File: config.mk
export PLATFORM = sky130hd
export DESIGN_NAME = sec32_word_encoder_flat
export DESIGN_NICKNAME = d
export VERILOG_FILES = /design/src/rtl/sec32_pkg.sv /design/src/rtl/sec32_word_encoder_if.sv /design/src/rtl/sec32_checkgen.sv /design/src/rtl/sec32_word_encoder.sv /design/src/flat_wrapper.sv
export SDC_FILE = /design/constraint.sdc
export NUM_CORES = 1
export LEC_CHECK = 0
export ABC_CLOCK_PERIOD_IN_PS = 4300
export CELL_PAD_IN_SITES_DETAIL_PLACEMENT = 2
export CELL_PAD_IN_SITES_GLOBAL_PLACEMENT = 2
export CORE_UTILIZATION = 27
export CTS_BUF_LIST = sky130_fd_sc_hd__clkbuf_8
export DETAILED_ROUTE_END_ITERATION = 16
export PLACE_DENSITY_LB_ADDON = 0.1
export SLEW_MARGIN = 20
export SYNTH_ARGS = -nofsm -noshare
export SYNTH_HDL_FRONTEND = slang
export SYNTH_HIERARCHICAL = 1
export SYNTH_SLANG_ARGS = --single-unit
File: constraint.sdc
create_clock -name clk -period 4.3 [get_ports clk]
set_input_delay 0.43 -clock clk [delete_from_list [all_inputs] [get_ports clk]]
set_output_delay 0.43 -clock clk [all_outputs]
set_load 0.02 [all_outputs]
File: src/rtl/sec32_pkg.sv
// Shared types and constants for the 32-bit SEC encoder front end.
// Holds the check-bit parity masks, the output word bundle and state enum.
package sec32_pkg;

  localparam int NUM_CHK  = 8;
  localparam int NUM_BITS = 40;

  localparam logic [31:0] CHK_MASK [NUM_CHK] = '{
    32'h00FF1111, 32'hFF002222, 32'h0F0F4444, 32'hF0F08888,
    32'h111100FF, 32'h2222FF00, 32'h44440F0F, 32'h8888F0F0
  };

  typedef struct packed {
    logic [31:0] data;
    logic [7:0]  check;
    logic        last;
  } sec32_word_t;

  typedef enum logic {
    OUT_EMPTY = 1'b0,
    OUT_FULL  = 1'b1
  } out_state_e;

endpackage

File: src/rtl/sec32_word_encoder_if.sv
// Byte-in / word-out bus of the SEC encoder plus the injector controls.
// master drives bytes, out_ready and inject requests; slave is the encoder.
interface sec32_word_encoder_if;
  logic        in_valid;
  logic        in_ready;
  logic [7:0]  in_data;
  logic        in_last;
  logic        inj_valid;
  logic [5:0]  inj_idx;
  logic        out_valid;
  logic        out_ready;
  logic [31:0] out_data;
  logic [7:0]  out_check;
  logic        out_en;
  logic        out_last;
  logic        inj_armed;

  modport master (
    output in_valid, in_data, in_last,
    output inj_valid, inj_idx, out_ready,
    input  in_ready, out_valid, out_data,
    input  out_check, out_en, out_last, inj_armed
  );

  modport slave (
    input  in_valid, in_data, in_last,
    input  inj_valid, inj_idx, out_ready,
    output in_ready, out_valid, out_data,
    output out_check, out_en, out_last, inj_armed
  );
endinterface

File: src/rtl/sec32_checkgen.sv
// Combinational Hamming check-bit generator, even parity per mask group.
// data_i[31:0] -> check_o[7:0]; shared with the decoder reference model.
module sec32_checkgen
  import sec32_pkg::*;
(
  input  logic [31:0] data_i,
  output logic [7:0]  check_o
);

  always_comb begin
    check_o = '0;
    for (int i = 0; i < NUM_CHK; i++) begin
      check_o[i] = ^(data_i & CHK_MASK[i]);
    end
  end

endmodule

File: src/rtl/sec32_word_encoder.sv
// Packs a byte stream into 32-bit SEC words with check bits and an
// optional one-shot bit-flip injector. Ports: clk, rst, bus (slave).
module sec32_word_encoder
  import sec32_pkg::*;
#(
  parameter bit INJ_EN = 1'b1
) (
  input logic                 clk,
  input logic                 rst,
  sec32_word_encoder_if.slave bus
);

  logic [1:0]  cnt_q, cnt_d;
  logic [31:0] acc_q, acc_d;
  out_state_e  state_q, state_d;
  sec32_word_t word_q, word_d;
  logic        inj_armed_q, inj_armed_d;
  logic [5:0]  inj_idx_q, inj_idx_d;

  logic        completing;
  logic        in_fire;
  logic        load;
  logic        inj_req;
  logic [31:0] asm_word;
  logic [7:0]  asm_check;
  logic [39:0] flip;

  // Only the completing byte ever needs room in the output register.
  assign completing = (cnt_q == 2'd3) || bus.in_last;
  assign bus.in_ready = !(completing &&
                          (state_q == OUT_FULL) &&
                          !bus.out_ready);
  assign in_fire = bus.in_valid && bus.in_ready;
  assign load    = in_fire && completing;

  always_comb begin
    asm_word = acc_q;
    asm_word[{cnt_q, 3'b000} +: 8] = bus.in_data;
  end

  sec32_checkgen u_checkgen (
    .data_i  (asm_word),
    .check_o (asm_check)
  );

  always_comb begin
    cnt_d = cnt_q;
    acc_d = acc_q;
    if (in_fire) begin
      if (completing) begin
        // Clearing acc here is what zero-pads a short final word.
        cnt_d = 2'd0;
        acc_d = '0;
      end else begin
        cnt_d = cnt_q + 2'd1;
        acc_d = asm_word;
      end
    end
  end

  always_comb begin
    flip = '0;
    if (INJ_EN && inj_armed_q) begin
      flip = 40'd1 << inj_idx_q;
    end
    word_d = word_q;
    if (load) begin
      // Flip lands after check generation so the word is truly corrupt.
      {word_d.check, word_d.data} = {asm_check, asm_word} ^ flip;
      word_d.last = bus.in_last;
    end
  end

  always_comb begin
    state_d = state_q;
    unique case (state_q)
      OUT_EMPTY: if (load) state_d = OUT_FULL;
      OUT_FULL: begin
        if (load)               state_d = OUT_FULL;
        else if (bus.out_ready) state_d = OUT_EMPTY;
      end
      default: state_d = OUT_EMPTY;
    endcase
  end

  always_comb begin
    inj_req     = INJ_EN && bus.inj_valid && (bus.inj_idx < 6'd40);
    inj_armed_d = inj_armed_q;
    inj_idx_d   = inj_idx_q;
    if (load) begin
      inj_armed_d = 1'b0;
    end
    // A request in the load cycle re-arms for the following word.
    if (inj_req) begin
      inj_armed_d = 1'b1;
      inj_idx_d   = bus.inj_idx;
    end
  end

  always_ff @(posedge clk) begin
    if (rst) begin
      cnt_q       <= '0;
      acc_q       <= '0;
      state_q     <= OUT_EMPTY;
      word_q      <= '0;
      inj_armed_q <= 1'b0;
      inj_idx_q   <= '0;
    end else begin
      cnt_q       <= cnt_d;
      acc_q       <= acc_d;
      state_q     <= state_d;
      word_q      <= word_d;
      inj_armed_q <= inj_armed_d;
      inj_idx_q   <= inj_idx_d;
    end
  end

  assign bus.out_valid = (state_q == OUT_FULL);
  assign bus.out_en    = (state_q == OUT_FULL);
  assign bus.out_data  = word_q.data;
  assign bus.out_check = word_q.check;
  assign bus.out_last  = word_q.last;
  assign bus.inj_armed = inj_armed_q;

endmodule

File: src/flat_wrapper.sv
// flat-port wrapper written by rule: the top's interface ports become plain ports
module sec32_word_encoder_flat import sec32_pkg::*;
#(
  parameter bit INJ_EN = 1'b1
)
  (clk, rst, bus_in_valid, bus_in_data, bus_in_last, bus_inj_valid, bus_inj_idx, bus_out_ready, bus_in_ready, bus_out_valid, bus_out_data, bus_out_check, bus_out_en, bus_out_last, bus_inj_armed);
  sec32_word_encoder_if bus_i ();
  input logic clk;
  input logic rst;
  input wire logic [$bits(bus_i.in_valid)-1:0] bus_in_valid;
  input wire logic [$bits(bus_i.in_data)-1:0] bus_in_data;
  input wire logic [$bits(bus_i.in_last)-1:0] bus_in_last;
  input wire logic [$bits(bus_i.inj_valid)-1:0] bus_inj_valid;
  input wire logic [$bits(bus_i.inj_idx)-1:0] bus_inj_idx;
  input wire logic [$bits(bus_i.out_ready)-1:0] bus_out_ready;
  output wire logic [$bits(bus_i.in_ready)-1:0] bus_in_ready;
  output wire logic [$bits(bus_i.out_valid)-1:0] bus_out_valid;
  output wire logic [$bits(bus_i.out_data)-1:0] bus_out_data;
  output wire logic [$bits(bus_i.out_check)-1:0] bus_out_check;
  output wire logic [$bits(bus_i.out_en)-1:0] bus_out_en;
  output wire logic [$bits(bus_i.out_last)-1:0] bus_out_last;
  output wire logic [$bits(bus_i.inj_armed)-1:0] bus_inj_armed;
  assign bus_i.in_valid = bus_in_valid;
  assign bus_i.in_data = bus_in_data;
  assign bus_i.in_last = bus_in_last;
  assign bus_i.inj_valid = bus_inj_valid;
  assign bus_i.inj_idx = bus_inj_idx;
  assign bus_i.out_ready = bus_out_ready;
  assign bus_in_ready = bus_i.in_ready;
  assign bus_out_valid = bus_i.out_valid;
  assign bus_out_data = bus_i.out_data;
  assign bus_out_check = bus_i.out_check;
  assign bus_out_en = bus_i.out_en;
  assign bus_out_last = bus_i.out_last;
  assign bus_inj_armed = bus_i.inj_armed;
  sec32_word_encoder #(.INJ_EN(INJ_EN)) u_core (.clk(clk), .rst(rst), .bus(bus_i));
endmodule
==> impl_metrics.py <==
metrics = {
    "status": {
        "run_status": "completed",
    },
    "finish": {
        "post_route_cells_drive_above_1_share": 0.0650,
        "post-route-cell-area_mm2": 0.00579,
        "total_of_fill_cells_in_the_finished_design": 1928,
        "final_nets": 620,
        "flow.area_growth_from_synthesis_pct": 22.4,
        "antennaDiodeCount": 0,
    },
    "global_route": {
        "grt_pass1_wl_um": 28700,
        "grt_pass1_vias": 4623,
        "antenna_found_initial": 0,
        "grt_max_degree": 55,
        "grt_use_total": 0.214,
        "total_global_routing_overflow": 0,
    },
    "sta": {
        "max_slew_margin": 0.272,
        "timing.setup.tns_ps": 0,
        "setup_viol": 0,
        "fmaxAchievable_mhz": 269,
        "worstMarginPinSlew_ps": 1080,
        "grt_setup_unrepaired": "no",
        "finalMaxSlewViolations": 0,
        "hold_viol": 0,
        "worst_clock_skew_ps": 10.4,
        "finalCriticalPeriod_ps": 3720,
        "timing.final.crit_share": 0.866,
    },
    "cts": {
        "ctsHoldBuffers": 0,
        "clock_latency_ps": 380,
        "cts_setup_buffers": 0,
        "ctsHtreeMaxLevel": 3,
        "tritoncts_clock_tree": "done",
        "cts-root-buf": "clkbuf_8",
        "cts-buffers-inserted": 9,
        "clk_pin_slew_ps": 90,
        "tritoncts_num_sinks": 83,
        "clock_tree.buffer_depth": 2,
        "post_cts_resized": 0,
    },
    "logic_synthesis": {
        "syn-num-nets": 577,
        "synth-async-reset-ratio": 0,
        "yosysTopAreaCell": "dfxtp_1",
        "netlist_area_pre_place_mm2": 0.00474,
        "ys_seq_area_frac": 0.351,
        "yosysWarningCount": 6,
        "synth.most_common_cell": "dfxtp_1",
        "number_of_flops_mapped_to_enable_cells_by_yosys": 0,
        "synthDistinctLibCells": 52,
        "synth_seq_cells": 83,
        "dominantRegCellSynth": "dfxtp_1",
        "synth_top_cells_by_area": "dfxtp_1, xnor2_1, a311o_1",
        "post_synth_inst_count": 552,
        "yosysTopAreaCellShare": 0.351,
        "mean_area_per_synthesized_cell_um2": 8.58,
        "synth_commonest_cells": "dfxtp_1, nand2_1, xnor2_1",
    },
    "critical_path": {
        "timing.critical_path.max_delay_family": "XOR/XNOR gates",
        "timing.critical_path.from_type": "flip-flop",
        "critical_path.max_fanout": 8,
        "crit_top_cell": "xnor2_1",
        "cp_slowest_cell": "or4b_1",
        "slowest_delay_ps": 650,
        "crit_path_cell_trace": "inv_1, ha_1, or4b_1, o22ai_1, xnor2_1, xnor2_1, xnor3_1, xor2_1, a211oi_1",
        "kind_of_end_point_of_the_critical_path": "flip-flop",
        "critical_path_arrival_ps": 4010,
        "cp.required_ps": 4590,
        "worstSetupPathType": "flip-flop to flip-flop",
        "critical_path.n_buffers_inverters": 1,
    },
    "die": {
        "core.rowCount": 48,
        "die_area_mm2": 0.0181,
        "io_pins": 65,
        "chipWidth_um": 134,
        "floorplan.core_area_mm2": 0.0172,
        "floorplan.die.height_um": 134,
        "initial_core_util": 0.275,
    },
    "route": {
        "route.vias.total": 4393,
        "detailedRoute.firstPassIterationCount": 5,
        "post-route-drc-count": 0,
        "routedWlPerCell_um": 22.2,
        "drt_iter0_markers": 257,
        "wirelength_um": 18300,
        "antenna_violating_nets_post_route": 0,
        "route.detailed.vias_per_inst": 5.32,
    },
    "placed_design": {
        "placed_cell_area_mm2": 0.00557,
        "gp_congestion": 0.781,
        "dpl.hpwl_um": 13500,
        "port_buffers": 64,
    },
    "job": {
        "cap_viol_max_count": 0,
    },
    "power_and_ir_drop": {
        "static-leakage-power_nw": 2.02,
        "power_density_mw_per_mm2": 314,
        "max-vdd-ir-drop_mv": 0.182,
    },
    "worst_hold_path": {
        "hold_removal_path_class": "flip-flop to flip-flop",
    },
}
-- per-stage QoR --
step,instances,setup slack (ps),utilization,total power [mW],hold slack [ps]
3_5_place_dp,809,603,0.323,1.18,450
4_1_cts,825,579,0.336,1.85,463
2_1_floorplan,552,1300,-,1.04,416
5_1_grt,825,347,0.336,1.91,472
3_3_place_gp,809,840,0.323,1.17,427
6_report,825,577,0.336,1.82,460
-- kinds of logic after synthesis --
kind of cell | share of synthesized area
simple gates | 0.232
compound gates | 0.199
flops | 0.351
buf+inv | 0.0571
xor+xnor | 0.145
fa+ha+maj | 0.0132
mux | 0.00211
-- power by group --
part           switching (mW)  internal [mW]  leakage [nW]
sequential             0.0214          0.787         0.672
combinational           0.200          0.150          1.23
clock                   0.304          0.356         0.119
total                   0.525           1.29          2.02
-- layout by cell type (no fill, tap or decap), types with 3 or more instances in the layout --
master	instances
o22ai_1	12
xor2_1	7
o21ai_0	3
and3_1	28
a311oi_1	3
nor3_1	23
nand2_1	52
a22o_1	11
a211oi_1	8
inv_1	25
o31ai_1	4
nand3b_1	3
buf_4	12
clkinv_2	3
clkdlybuf4s50_1	63
nor4b_1	3
a32o_1	5
nor2b_1	3
a311o_1	23
a22oi_1	26
dfxtp_1	83
nor2_1	40
o211ai_1	4
xnor3_1	8
a31oi_1	3
or3_1	14
a21oi_1	8
xnor2_1	47
ha_1	5
nor4_1	3
nand4_1	6
o32ai_1	3
nand3_1	15
nand2b_1	6
clkbuf_8	11
-- layout make-up --
type / instances / area, µm² / area share
well taps: 225 / 282 / 0.0486
inverters: 25 / 93.8 / 0.0162
flip-flops and latches: 83 / 1660 / 0.287
clock buffers: 11 / 151 / 0.0261
repair buffers: 76 / 726 / 0.125
multi-input cells: 400 / 2810 / 0.484
clock inverters: 5 / 75.1 / 0.0130
-- state kept, by name, summed over array words and instances (netlist names) --
name                  cells
u_core/acc_q             32
u_core/bus.out_data      32
u_core/bus.out_check      8
u_core/inj_idx_q          6
u_core/cnt_q              2
u_core/bus.inj_armed      1
u_core/bus.out_en         1
u_core/bus.out_last       1
-- per-layer routing --
metal / up-vias / global-route usage / share of wire
met3: 14 / 0.0242 / 0.036
met1: 2198 / 0.290 / 0.47
met5: - / 0 / 0
met4: 0 / 0.0749 / 0.015
li1: 2100 / - / -
met2: 81 / 0.349 / 0.47
-- final timing paths --
check / from / to / slack [ps] / depth (start not counted)
worst max-delay path: u_core/cnt_q[0] / u_core/bus.out_check[3] / 580 / 9
worst min-delay path: u_core/acc_q[24] / u_core/acc_q[24] / 460 / 2
worst max register to register: u_core/cnt_q[0] / u_core/bus.out_check[3] / 580 / 9
worst min register to register: u_core/acc_q[24] / u_core/acc_q[24] / 460 / 2
-- worst min-delay path: stages (launching register included) --
cell	delay, ps
dfxtp_1	330
inv_1	50
nor3_1	40
(Power assumes the default switching activity.)
